$ cat config.mk
export PLATFORM = sky130hd
export DESIGN_NAME = apb_debug_requester
export DESIGN_NICKNAME = d
export VERILOG_FILES = /design/src/rtl/apb_debug_requester.sv
export SDC_FILE = /design/constraint.sdc
export NUM_CORES = 1
export LEC_CHECK = 0
export CORE_MARGIN = 3
export CORE_UTILIZATION = 30
export DETAILED_ROUTE_END_ITERATION = 12
export PLACE_DENSITY = 0.63
export SYNTH_ARGS = -nofsm -noshare
export SYNTH_HDL_FRONTEND = slang
export SYNTH_SLANG_ARGS = --single-unit
$ cat constraint.sdc
create_clock -name PCLK -period 1.82 [get_ports PCLK]
set_input_delay 0.364 -clock PCLK [delete_from_list [all_inputs] [get_ports PCLK]]
set_output_delay 0.364 -clock PCLK [all_outputs]
set_load 0.01 [all_outputs]
$ cat src/rtl/apb_debug_requester.sv
// apb_debug_requester: valid/ready command to single APB transfer bridge for the 8-bit debug port.
// Define APB_TIMEOUT_EN to abort ACCESS after TIMEOUT_CYCLES wait cycles (rsp_timeout=1, rdata=8'hFF).
module apb_debug_requester #(
  parameter int unsigned TIMEOUT_CYCLES = 255
) (
  input  logic       PCLK,
  input  logic       PRESETn,
  input  logic       cmd_valid,
  output logic       cmd_ready,
  input  logic [7:0] cmd_addr,
  input  logic       cmd_write,
  input  logic [7:0] cmd_wdata,
  output logic       rsp_valid,
  input  logic       rsp_ready,
  output logic [7:0] rsp_rdata,
  output logic       rsp_write,
  output logic       rsp_timeout,
  output logic       PSEL,
  output logic       PENABLE,
  output logic [7:0] PADDR,
  output logic       PWRITE,
  output logic [7:0] PWDATA,
  input  logic [7:0] PRDATA,
  input  logic       PREADY
);
  typedef enum logic [1:0] {IDLE, SETUP, ACCESS, RESP} state_t;
  state_t state_q, state_d;
  logic       init_q;
  logic [7:0] paddr_q, pwdata_q, rdata_q;
  logic       pwrite_q, rwrite_q, rtimeout_q;
  logic       accept, abort, done;
`ifdef APB_TIMEOUT_EN
  logic [7:0] cnt_q, cnt_d;
  // abort on the edge where the wait counter would reach the limit
  assign abort = state_q == ACCESS && !PREADY && cnt_q == 8'(TIMEOUT_CYCLES - 1);
  assign cnt_d = (state_q == ACCESS && !PREADY) ? cnt_q + 8'd1 : 8'd0;
  always_ff @(posedge PCLK or negedge PRESETn)
    if (!PRESETn) cnt_q <= 8'd0;
    else cnt_q <= cnt_d;
`else
  assign abort = 1'b0;
`endif
  assign accept = cmd_valid && cmd_ready;
  assign done = state_q == ACCESS && (PREADY || abort);
  always_ff @(posedge PCLK or negedge PRESETn)
    if (!PRESETn) begin
      state_q    <= IDLE;
      init_q     <= 1'b0;
      paddr_q    <= 8'd0;
      pwdata_q   <= 8'd0;
      pwrite_q   <= 1'b0;
      rdata_q    <= 8'd0;
      rwrite_q   <= 1'b0;
      rtimeout_q <= 1'b0;
    end else begin
      state_q <= state_d;
      init_q  <= 1'b1;
      if (accept) begin
        paddr_q  <= cmd_addr;
        pwdata_q <= cmd_wdata;
        pwrite_q <= cmd_write;
      end
      if (done) begin
        rdata_q    <= !PREADY ? 8'hFF : pwrite_q ? 8'h00 : PRDATA;
        rwrite_q   <= pwrite_q;
        rtimeout_q <= !PREADY;
      end
    end
  always_comb begin
    state_d = state_q;
    unique case (state_q)
      IDLE:    state_d = accept ? SETUP : IDLE;
      SETUP:   state_d = ACCESS;
      ACCESS:  state_d = done ? RESP : ACCESS;
      RESP:    state_d = rsp_ready ? IDLE : RESP;
      default: state_d = IDLE;
    endcase
  end
  // init_q keeps cmd_ready low while reset is held
  always_comb begin
    cmd_ready = init_q && state_q == IDLE;
    PSEL      = state_q == SETUP || state_q == ACCESS;
    PENABLE   = state_q == ACCESS;
    rsp_valid = state_q == RESP;
  end
  assign PADDR       = paddr_q;
  assign PWDATA      = pwdata_q;
  assign PWRITE      = pwrite_q;
  assign rsp_rdata   = rdata_q;
  assign rsp_write   = rwrite_q;
  assign rsp_timeout = rtimeout_q;
endmodule

==> reports/metrics.cfg <==
[drt]
num_vias = 899
wl_per_cell_um = 13.2
wirelength_um = 2730
drt-initial-drc-count = 47
first_pass_iters = 4
route.detailed.drc = 0
viasPerCell = 4.34
ant_nets = 0

[worst_setup_path]
cpPeakStageDelay_ns = 0.37
cp_max_fo = 5
critical_path.cell_chain = inv_2, ha_1, and2_4, dlygate4sd2_1
path_class = flop to output pin
crit_path_end_kind = output pin
critPathArrivalTime_ns = 1.35
cpMaxStageDelayCell = dfrtp_1
startpoint_type = flop
cp.required_ns = 1.46

[cts]
numCtsBuffers = 5
cts_sinks = 30
cts_tree = built
htreeDepth = 2
cts-root-buf = clkbuf_8
clk_pin_slew_worst_paths_ns = 0.06
cts_buffer_depth = 2
clock_latency_ns = 0.27

[floorplanning]
start_util = 0.328
dieArea_um2 = 5030
rows = 22
core_area_um2 = 3850
dieHeight_um = 70.9
die_w_um = 70.9
ios = 61

[yosys]
syn_inst = 91
synth_cell_types = 17
avgSynthCellArea_um2 = 13.9
yosys_warnings = 0
yosysTopAreaCell = dfrtp_1
syn-cell-area_um2 = 1260
netlist.area_leader.share = 0.593
synth-seq-cells = 30
synth_nets = 126
synth_edf_count = 0
yosysSeqAreaShare = 0.593
async_flop_share = 1.00
synth_area_leaders = dfrtp_1 (59%), mux2_4 (11%), mux2_2 (8.0%)
synth_flop_cell = dfrtp_1

[sta]
setup_tns_ns = 0
hold_viol = 0
skew_ns = 0.00481
holdWs_ns = 0.469
finalCriticalPeriod_ns = 1.71
finalWorstSetupSlack_ns = 0.108
setup_viol = 0
fmax_ghz = 0.584
rsz0062_at_grt = no
final_max_slew_viol_count = 0
fin_crit_sh = 0.941

[final_layout]
layout_commonest_cell = clkdlybuf4s50_1
antenna_cells = 0
drive_above_1_share = 0.195
num-fill-cells = 348
register_area_um2 = 751
multi_input_area_um2 = 482
syn_to_final_growth_pct = 58.8
nNetsFinal = 195
mostFrequentLayoutCells = clkdlybuf4s50_1 (56), dfrtp_1 (30), o21ai_0 (10)

[outcome]
status = finished clean

[power]
pwr_density_cell_nw_per_um2 = 1570
peakVddDrop_mv = 0.760
power.leakage_nw = 0.915

[worst_hold_path]
hold_class = input port to asynchronous set/reset pin

[global_routing]
grt_max_degree = 31
grt_pass1_vias = 988
grt_pass1_wl_um = 4680
grt.total_usage = 0.121
gr-total-overflow = 0
antenna_found_initial = 0

[placement]
gp_congestion = 0.679
io_buffers = 60
place_ws_ns = 0.0893
detailed_place_hpwl_um = 2010

[job]
drv_cap = 0

-- area by class of cell --
type,instances,area share
clock buffer,6,0.0411
inverter,2,0.00374
multi-input combinational,57,0.240
sequential,30,0.374
tap,48,0.0299
timing repair buffer,64,0.312
-- critical path: cells and delay by family, from the launching register on --
family / cells / cell delay, ns
DFF: 1 / 0.37
buffers and inverters: 2 / 0.35
adders and majority gates: 1 / 0.19
and+or+nand+nor: 1 / 0.17
-- logic make-up (layout without fill, tap and decap cells) --
| logic type | after synthesis | in the layout | synth area share |
|---|---|---|---|
| muxes | 18 | 18 | 0.187 |
| DFF | 30 | 30 | 0.593 |
| other | 1 | 1 | 0.00296 |
| adders and majority gates | 5 | 5 | 0.0495 |
| AOI/OAI and AO/OA | 12 | 12 | 0.0495 |
| buffers and inverters | 4 | 72 | 0.0257 |
| and+or+nand+nor | 21 | 21 | 0.0920 |
-- through the flow --
stage,instance area [um^2],cells,power (mW),util
5_1_grt,2010,207,3.38,0.521
3_5_place_dp,1920,200,2.69,0.499
3_3_place_gp,1920,200,2.65,0.499
2_1_floorplan,1260,91,1.84,-
4_1_cts,2010,207,3.21,0.521
6_report,2010,207,3.14,0.521
-- cells in the mapped netlist, types with 2 or more instances --
| master | instances |
|---|---|
| dfrtp_1 | 30 |
| o21ai_0 | 10 |
| mux2_2 | 9 |
| mux2_4 | 9 |
| nand2_1 | 9 |
| nand2b_1 | 8 |
| ha_1 | 5 |
| inv_1 | 2 |
-- timing repair --
action,CTS,global route
setup buffers,1,0
resized for setup,5,0
endpoints found under the setup margin,4,0
hold buffers,0,0
-- state kept, by name (all words and copies together), names as in the netlist --
name         flops
state_q          2
rsp_rdata        8
PWDATA           8
PADDR            8
PWRITE           1
init_q           1
rsp_write        1
rsp_timeout      1
-- final timing paths --
kind	start	end	slack (ns)	cells after the start
setup reg to reg	state_q[0]	PWDATA[5]	0.28	5
hold / removal	PRESETn	state_q[1]	0.47	2
min in group PCLK	rsp_rdata[3]	rsp_rdata[3]	0.48	2
setup / recovery	state_q[0]	cmd_ready	0.11	4
max in group asynchronous	PRESETn	state_q[0]	1.07	2
hold reg to reg	rsp_rdata[3]	rsp_rdata[3]	0.48	2
-- report_power, final --
part | internal, mW | switching [mW] | leakage (nW)
clock | 0.290 | 0.213 | 0.0431
sequential | 0.973 | 0.162 | 0.365
combinational | 0.941 | 0.564 | 0.507
total | 2.20 | 0.939 | 0.915
-- metal layers --
layer / track usage / share of wire
met1: 0.152 / 0.42
met2: 0.176 / 0.47
met3: 0.0582 / 0.096
met4: 0.0501 / 0.010
met5: 0 / 0
No activity file was read; power rests on OpenSTA's default activity.
